===== config.mk =====
export PLATFORM = sky130hd
export DESIGN_NAME = i2c_byte_engine_flat
export DESIGN_NICKNAME = d
export VERILOG_FILES = /design/src/rtl/i2c_byte_engine_if.sv /design/src/rtl/i2c_byte_engine.sv /design/src/flat_wrapper.sv
export SDC_FILE = /design/constraint.sdc
export NUM_CORES = 1
export LEC_CHECK = 0
export CORE_MARGIN = 1.5
export CORE_UTILIZATION = 45
export CTS_CLUSTER_SIZE = 20
export DETAILED_ROUTE_END_ITERATION = 8
export HOLD_SLACK_MARGIN = 0.05
export PLACE_DENSITY = 0.67
export SLEW_MARGIN = 20
export SYNTH_ARGS = -nofsm -noshare
export SYNTH_HDL_FRONTEND = slang
export SYNTH_SLANG_ARGS = --single-unit

===== constraint.sdc =====
create_clock -name clk -period 5.62 [get_ports clk]
set_clock_uncertainty 0.15 [all_clocks]
set_input_delay 0.843 -clock clk [delete_from_list [all_inputs] [get_ports clk]]
set_output_delay 0.843 -clock clk [all_outputs]
set_load 0.01 [all_outputs]

===== src/rtl/i2c_byte_engine_if.sv =====
// Command/response bundle between the Wishbone register block (master) and the
// I2C byte engine (slave).
interface i2c_byte_engine_if;
    logic       cmd_valid;
    logic       cmd_ready;
    logic [1:0] cmd_op;
    logic [7:0] cmd_tx_data;
    logic       cmd_nack;
    logic       done;
    logic [7:0] rx_data;
    logic       rx_ack;
    logic       bus_active;
    logic       arb_lost;

    modport master (
        output cmd_valid, cmd_op, cmd_tx_data, cmd_nack,
        input  cmd_ready, done, rx_data, rx_ack, bus_active, arb_lost
    );

    modport slave (
        input  cmd_valid, cmd_op, cmd_tx_data, cmd_nack,
        output cmd_ready, done, rx_data, rx_ack, bus_active, arb_lost
    );
endinterface


===== src/rtl/i2c_byte_engine.sv =====
// I2C master byte engine: START / WRITE / READ / STOP sequenced at quarter-bit
// granularity. Define I2C_ARB_DETECT_EN to enable arbitration-loss abort.
module i2c_byte_engine #(
    parameter int CLK_DIV = 4
) (
    input  logic               clk,
    input  logic               rst_n,
    i2c_byte_engine_if.slave   host,
    input  logic               sda_i,
    output logic               sda_o,
    output logic               sda_o_en,
    output logic               scl_o
);
    typedef enum logic [2:0] {S_IDLE, S_START, S_WBIT, S_RBIT, S_STOP} state_t;

    localparam logic [7:0] QLAST = 8'(CLK_DIV - 1);

    state_t      state, state_nxt;
    logic [7:0]  qcnt;
    logic [1:0]  q;
    logic [3:0]  bitcnt;
    logic [7:0]  tx_byte;
    logic [7:0]  rx_shift;
    logic        nack_r;
    logic        ack_smp;
    logic        scl_last;
    logic        done_r;
    logic [7:0]  rx_data_r;
    logic        rx_ack_r;
    logic        bus_active_r;
    logic        accept, q_end, sample_en, finish, tx_bit, arb_hit;

    assign accept    = host.cmd_valid && host.cmd_ready;
    assign q_end     = (qcnt == QLAST);
    assign sample_en = q_end && (q == 2'd1);
    assign tx_bit    = tx_byte[3'd7 - bitcnt[2:0]];
    assign finish    = q_end && (q == 2'd3) &&
                       ((state == S_START) || (state == S_STOP) ||
                        (((state == S_WBIT) || (state == S_RBIT)) && (bitcnt == 4'd8)));

`ifdef I2C_ARB_DETECT_EN
    logic arb_lost_r;
    // Lost when we released SDA but someone else holds it low at the sample point.
    assign arb_hit = sample_en && !sda_i &&
                     ((state == S_START) ||
                      ((state == S_WBIT) && (bitcnt != 4'd8) && tx_bit));

    always_ff @(posedge clk or negedge rst_n) begin
        if (!rst_n) arb_lost_r <= 1'b0;
        else        arb_lost_r <= arb_hit;
    end
    assign host.arb_lost = arb_lost_r;
`else
    assign arb_hit       = 1'b0;
    assign host.arb_lost = 1'b0;
`endif

    always_ff @(posedge clk or negedge rst_n) begin
        if (!rst_n) state <= S_IDLE;
        else        state <= state_nxt;
    end

    always_comb begin
        state_nxt = state;
        case (state)
            S_IDLE: begin
                if (accept) begin
                    case (host.cmd_op)
                        2'b00:   state_nxt = S_START;
                        2'b01:   state_nxt = S_WBIT;
                        2'b10:   state_nxt = S_RBIT;
                        default: state_nxt = S_STOP;
                    endcase
                end
            end
            default: if (arb_hit || finish) state_nxt = S_IDLE;
        endcase
    end

    always_comb begin
        scl_o          = scl_last;
        sda_o_en       = 1'b0;
        host.cmd_ready = (state == S_IDLE) && !done_r;
        case (state)
            S_START: begin
                scl_o    = (q == 2'd0) ? scl_last : (q != 2'd3);
                sda_o_en = q[1];
            end
            S_WBIT: begin
                scl_o    = (q == 2'd1) || (q == 2'd2);
                sda_o_en = (bitcnt != 4'd8) && !tx_bit;
            end
            S_RBIT: begin
                scl_o    = (q == 2'd1) || (q == 2'd2);
                sda_o_en = (bitcnt == 4'd8) && !nack_r;
            end
            S_STOP: begin
                scl_o    = (q != 2'd0);
                sda_o_en = !q[1];
            end
            default: ;
        endcase
        sda_o = !sda_o_en;
    end

    always_ff @(posedge clk or negedge rst_n) begin
        if (!rst_n) begin
            qcnt         <= 8'd0;
            q            <= 2'd0;
            bitcnt       <= 4'd0;
            ack_smp      <= 1'b1;
            scl_last     <= 1'b1;
            done_r       <= 1'b0;
            rx_data_r    <= 8'h00;
            rx_ack_r     <= 1'b1;
            bus_active_r <= 1'b0;
        end else begin
            done_r   <= finish || arb_hit;
            scl_last <= arb_hit ? 1'b1 : scl_o;
            if (accept) begin
                qcnt   <= 8'd0;
                q      <= 2'd0;
                bitcnt <= 4'd0;
            end else if (state != S_IDLE) begin
                if (q_end) begin
                    qcnt <= 8'd0;
                    q    <= q + 2'd1;
                    if (q == 2'd3) bitcnt <= bitcnt + 4'd1;
                end else begin
                    qcnt <= qcnt + 8'd1;
                end
            end
            if (sample_en && (state == S_WBIT) && (bitcnt == 4'd8)) ack_smp <= sda_i;
            // Results are published only when the byte completes, never on abort.
            if (finish && (state == S_WBIT)) rx_ack_r  <= ack_smp;
            if (finish && (state == S_RBIT)) rx_data_r <= rx_shift;
            if (finish && (state == S_START)) bus_active_r <= 1'b1;
            if ((finish && (state == S_STOP)) || arb_hit) bus_active_r <= 1'b0;
        end
    end

    always_ff @(posedge clk) begin
        if (accept) begin
            tx_byte <= host.cmd_tx_data;
            nack_r  <= host.cmd_nack;
        end
        if (sample_en && (state == S_RBIT) && (bitcnt != 4'd8))
            rx_shift <= {rx_shift[6:0], sda_i};
    end

    assign host.done       = done_r;
    assign host.rx_data    = rx_data_r;
    assign host.rx_ack     = rx_ack_r;
    assign host.bus_active = bus_active_r;
endmodule


===== src/flat_wrapper.sv =====
// flat-port wrapper written by rule: the top's interface ports become plain ports
module i2c_byte_engine_flat 
#(
    parameter int CLK_DIV = 4
)
  (clk, rst_n, sda_i, sda_o, sda_o_en, scl_o, host_cmd_valid, host_cmd_op, host_cmd_tx_data, host_cmd_nack, host_cmd_ready, host_done, host_rx_data, host_rx_ack, host_bus_active, host_arb_lost);
  i2c_byte_engine_if host_i ();
  input  logic clk;
  input  logic rst_n;
  input  logic sda_i;
  output logic sda_o;
  output logic sda_o_en;
  output logic scl_o;
  input wire logic [$bits(host_i.cmd_valid)-1:0] host_cmd_valid;
  input wire logic [$bits(host_i.cmd_op)-1:0] host_cmd_op;
  input wire logic [$bits(host_i.cmd_tx_data)-1:0] host_cmd_tx_data;
  input wire logic [$bits(host_i.cmd_nack)-1:0] host_cmd_nack;
  output wire logic [$bits(host_i.cmd_ready)-1:0] host_cmd_ready;
  output wire logic [$bits(host_i.done)-1:0] host_done;
  output wire logic [$bits(host_i.rx_data)-1:0] host_rx_data;
  output wire logic [$bits(host_i.rx_ack)-1:0] host_rx_ack;
  output wire logic [$bits(host_i.bus_active)-1:0] host_bus_active;
  output wire logic [$bits(host_i.arb_lost)-1:0] host_arb_lost;
  assign host_i.cmd_valid = host_cmd_valid;
  assign host_i.cmd_op = host_cmd_op;
  assign host_i.cmd_tx_data = host_cmd_tx_data;
  assign host_i.cmd_nack = host_cmd_nack;
  assign host_cmd_ready = host_i.cmd_ready;
  assign host_done = host_i.done;
  assign host_rx_data = host_i.rx_data;
  assign host_rx_ack = host_i.rx_ack;
  assign host_bus_active = host_i.bus_active;
  assign host_arb_lost = host_i.arb_lost;
  i2c_byte_engine #(.CLK_DIV(CLK_DIV)) u_core (.clk(clk), .rst_n(rst_n), .host(host_i), .sda_i(sda_i), .sda_o(sda_o), .sda_o_en(sda_o_en), .scl_o(scl_o));
endmodule

==> results.md <==
- Endpoint type of the worst setup path: primary output
- Post-Synth Simple-Gate Area: 0.167
- Global route overflow: 0
- Largest family of logic cells by synthesized area: simple AND/OR/NAND/NOR gates
- Period utilization: 0.599
- Worst hold slack after final layout: 0.308 ns
- Parity-gate share of the synthesized area counting xor and xnor cells: 0.0228
- Boundary pin count: 31
- Yosys cell types: 43
- Port buffer count: 29
- Number of CTS-inserted buffers: 5
- Clock Latency Late Sink: 0.29 ns
- TritonCTS clock tree: built
- Clock root cell: sky130_fd_sc_hd__clkbuf_8
- Most instantiated flip-flop cell in the synthesis netlist: sky130_fd_sc_hd__dfrtp_1
- Total core area: 4850 um^2
- Maximum clock frequency: 297 MHz
- Class of the most critical hold timing path: reg -> reg
- Cell class contributing the biggest share of worst-path delay: buffers and inverters
- Met3 Resource Use GR: 0.0415
- Met1 Track Usage GR: 0.228
- Total wirelength of the detailed-routed design: 3920 um
- HPWL after detailed placement: 2900 um
- Number of standard-cell rows in the floorplan: 25
- Filler Cell Count: 408
- Fraction of synthesized area in multiplexers: 0.0861
- Initial DRC Count: 109
- Synthesized-area fraction occupied by adder cells: 0.0488
- Total track usage: 0.164
- Number of instances in the synthesized netlist: 189
- Pwr Total: 0.601 mW
- CP startpoint kind: flip-flop
- Register Area: 1260 um^2
- Mean instance size in the synthesized netlist: 12.2 um^2
- Post-CTS Hold Fix Bufs: 0
- Average wire length per cell after detail routing: 13.7 um
- Buffer and inverter count on the worst path: 2
- Cell leakage power: 1.13 nW
- Critical path's slowest cell: sky130_fd_sc_hd__clkdlybuf4s50_1
- Starting Density: 0.476
- Post-synth ARST share: 0.638
- Internal power: 0.474 mW
- Global placer's final weighted congestion: 0.822
- Final max-slew violation count: 0
- Switching power of the nets: 0.127 mW
- Maximum number of pins on one net before global-route repair: 31
- Number of gates resized after CTS: 0
- Number of iterations in the first detailed-routing pass: 5
- Bufs on Longest Clock Path: 2
- Layout area overhead: 18.6%
- Relative contribution of the clock network to total power: 0.339
- Die Area: 5570 um^2
- Switching portion of total power: 0.211
- Cell area after synthesis: 2310 um^2
- Sinks on the clock net: 47
- Synthesized-area fraction occupied by ao, oa, aoi and oai cells: 0.0905
- Register area share after synthesis: 0.548
- CP Class: reg -> out
- DRC viols: 0
- Fin nets: 243
- Met2 layer usage reported by global route: 0.251
- Number of antenna diodes: 0
- Yosys reg bits: 47
- Antenna Nets Post-Route: 0
- Via count of the first global-routing pass: 1462
- Number of setup buffers added after CTS: 0
- Number of vias per cell after detailed routing: 5.31
- Initial antenna violation count: 0
- Number of failing hold endpoints at the final stage: 0
- Via count: 1524
- Multi-input gate area: 962 um^2
- Final-report setup violation count: 0
- Worst stage delay on the critical path: 0.53 ns
- Most heavily used metal layer in global routing: met2
- Critical Path, Cell by Cell: inv_1, ha_1, nand3b_4, or3_1, o22ai_1, a31o_2, clkdlybuf4s50_1
- Wire length of the first global-routing pass: 6770 um
- Critical-path maximum fanout: 6
- Clock H-tree levels: 2
- Worst ir drop on vdd: 0.135 mV
- Post-route setup TNS: 0 ns
- Total of warnings raised by yosys: 0
- CP Data Required Time: 4.63 ns
- Result of the run: finished clean
- Slew at the pin closest to its max-slew limit: 0.607 ns
- Syn Nets: 213
- Clock-pin transition on the worst setup and hold timing paths: 0.08 ns
- Power density over the cells: 219 nW/um^2
- Worst slew slack as a fraction of its limit: 0.592
- Number of max-cap violations: 0
- Unrepaired setup endpoints after global routing: no
- Sequential Power Share: 0.603
- Fraction of layout instances using a drive strength above 1: 0.150
- Relative contribution of combinational cells to total power: 0.058
- Die height: 74.6 um
- EDFF count, synth: 17
- Shortest clock period the worst path allows after layout: 3.36 ns
- Die width: 74.6 um
- Arrival time of the worst setup path: 2.37 ns
[cells in the mapped netlist, types with 4 or more instances]
library cell,count,area share
sky130_fd_sc_hd__nand2b_1,4,0.011
sky130_fd_sc_hd__a22o_1,4,0.015
sky130_fd_sc_hd__nand3_1,11,0.024
sky130_fd_sc_hd__nor3_1,4,0.0087
sky130_fd_sc_hd__edfxtp_1,17,0.22
sky130_fd_sc_hd__ha_1,9,0.049
sky130_fd_sc_hd__a21oi_1,6,0.013
sky130_fd_sc_hd__nor2_1,17,0.028
sky130_fd_sc_hd__inv_1,8,0.013
sky130_fd_sc_hd__mux2_4,8,0.052
sky130_fd_sc_hd__dfrtp_1,27,0.29
sky130_fd_sc_hd__o21ai_0,8,0.017
sky130_fd_sc_hd__xor2_1,5,0.019
sky130_fd_sc_hd__nand2_1,14,0.023
[power groups by stage]
stage	clock network [mW]	logic (mW)	registers (mW)
finish	0.204	0.0351	0.362
global route	0.227	0.0392	0.363
CTS	0.214	0.0357	0.362
detailed placement	0	0.0355	0.369
global placement	0	0.0351	0.369
floorplan	0	0.0176	0.367
[layer usage]
layer | routed length, um | vias to the layer above | part of all wire
met3 | 198 | 10 | 0.050
met4 | 79 | 0 | 0.020
li1 | - | 742 | -
met1 | 1810 | 723 | 0.46
met2 | 1830 | 49 | 0.47
met5 | 0 | - | 0
[sequential cells by signal (all words and copies together), names as in the netlist, 2 cells and up]
signal and flops:
u_core.tx_byte 8, u_core.q 2, u_core.rx_shift 8, u_core.qcnt 8, u_core.state 3, u_core.bitcnt 4, u_core.host.rx_data 8
[layout by cell type, fill, tap and decap left out, types with 3 or more instances in the layout]
cell type and n:
sky130_fd_sc_hd__clkdlybuf4s50_1 29, sky130_fd_sc_hd__dfrtp_1 27, sky130_fd_sc_hd__nor2_1 17, sky130_fd_sc_hd__edfxtp_1 17, sky130_fd_sc_hd__nand2_1 14, sky130_fd_sc_hd__nand3_1 11, sky130_fd_sc_hd__ha_1 9, sky130_fd_sc_hd__inv_1 8
sky130_fd_sc_hd__o21ai_0 8, sky130_fd_sc_hd__mux2_4 8, sky130_fd_sc_hd__a21oi_1 6, sky130_fd_sc_hd__clkbuf_8 6, sky130_fd_sc_hd__xor2_1 5, sky130_fd_sc_hd__nand2b_1 4, sky130_fd_sc_hd__nor3_1 4, sky130_fd_sc_hd__a22o_1 4
sky130_fd_sc_hd__mux2_2 3, sky130_fd_sc_hd__o2111ai_1 3, sky130_fd_sc_hd__dfstp_2 3
[metrics by stage]
stage / setup slack, ns / utilization / instance area, um^2 / cells
after CTS: 2.24 / 0.565 / 2740 / 287
after floorplan: 3.02 / - / 2310 / 189
after global routing: 2.11 / 0.565 / 2740 / 287
final: 2.26 / 0.565 / 2740 / 287
after detailed placement: 2.59 / 0.546 / 2650 / 279
after global placement: 2.62 / 0.546 / 2650 / 279
[layout make-up]
class | count | area share
clock buffers | 6 | 0.0301
flip-flops and latches | 47 | 0.462
clock inverters | 2 | 0.00411
multi-input cells | 126 | 0.351
inverters | 8 | 0.0110
repair buffers | 31 | 0.111
well taps | 67 | 0.0306
[kinds of logic (layout without fill, tap and decap cells)]
kind of cell | Yosys count | after routing
xor+xnor | 6 | 6
mux | 13 | 13
fa+ha+maj | 9 | 9
buf+inv | 16 | 47
flops | 47 | 47
compound gates | 31 | 31
simple gates | 66 | 66
other cells | 1 | 1
[path summary, 6_finish.rpt]
path	startpoint	slack, ns	cells past startpoint	end
setup reg to reg	u_core.qcnt[0]$_DFFE_PN0P_	3.19	6	u_core.rx_shift[2]$_DFFE_PP_
hold / removal	u_core.rx_shift[6]$_DFFE_PP_	0.31	0	u_core.rx_shift[7]$_DFFE_PP_
min in group asynchronous	rst_n	0.79	2	u_core.qcnt[6]$_DFFE_PN0P_
setup / recovery	u_core.bitcnt[1]$_DFFE_PN0P_	2.26	7	sda_o_en
hold reg to reg	u_core.rx_shift[6]$_DFFE_PP_	0.31	0	u_core.rx_shift[7]$_DFFE_PP_
max in group asynchronous	rst_n	4.21	2	u_core.host.rx_ack$_DFFE_PN1P_
Note: power is estimated with default switching activity, not from simulation.
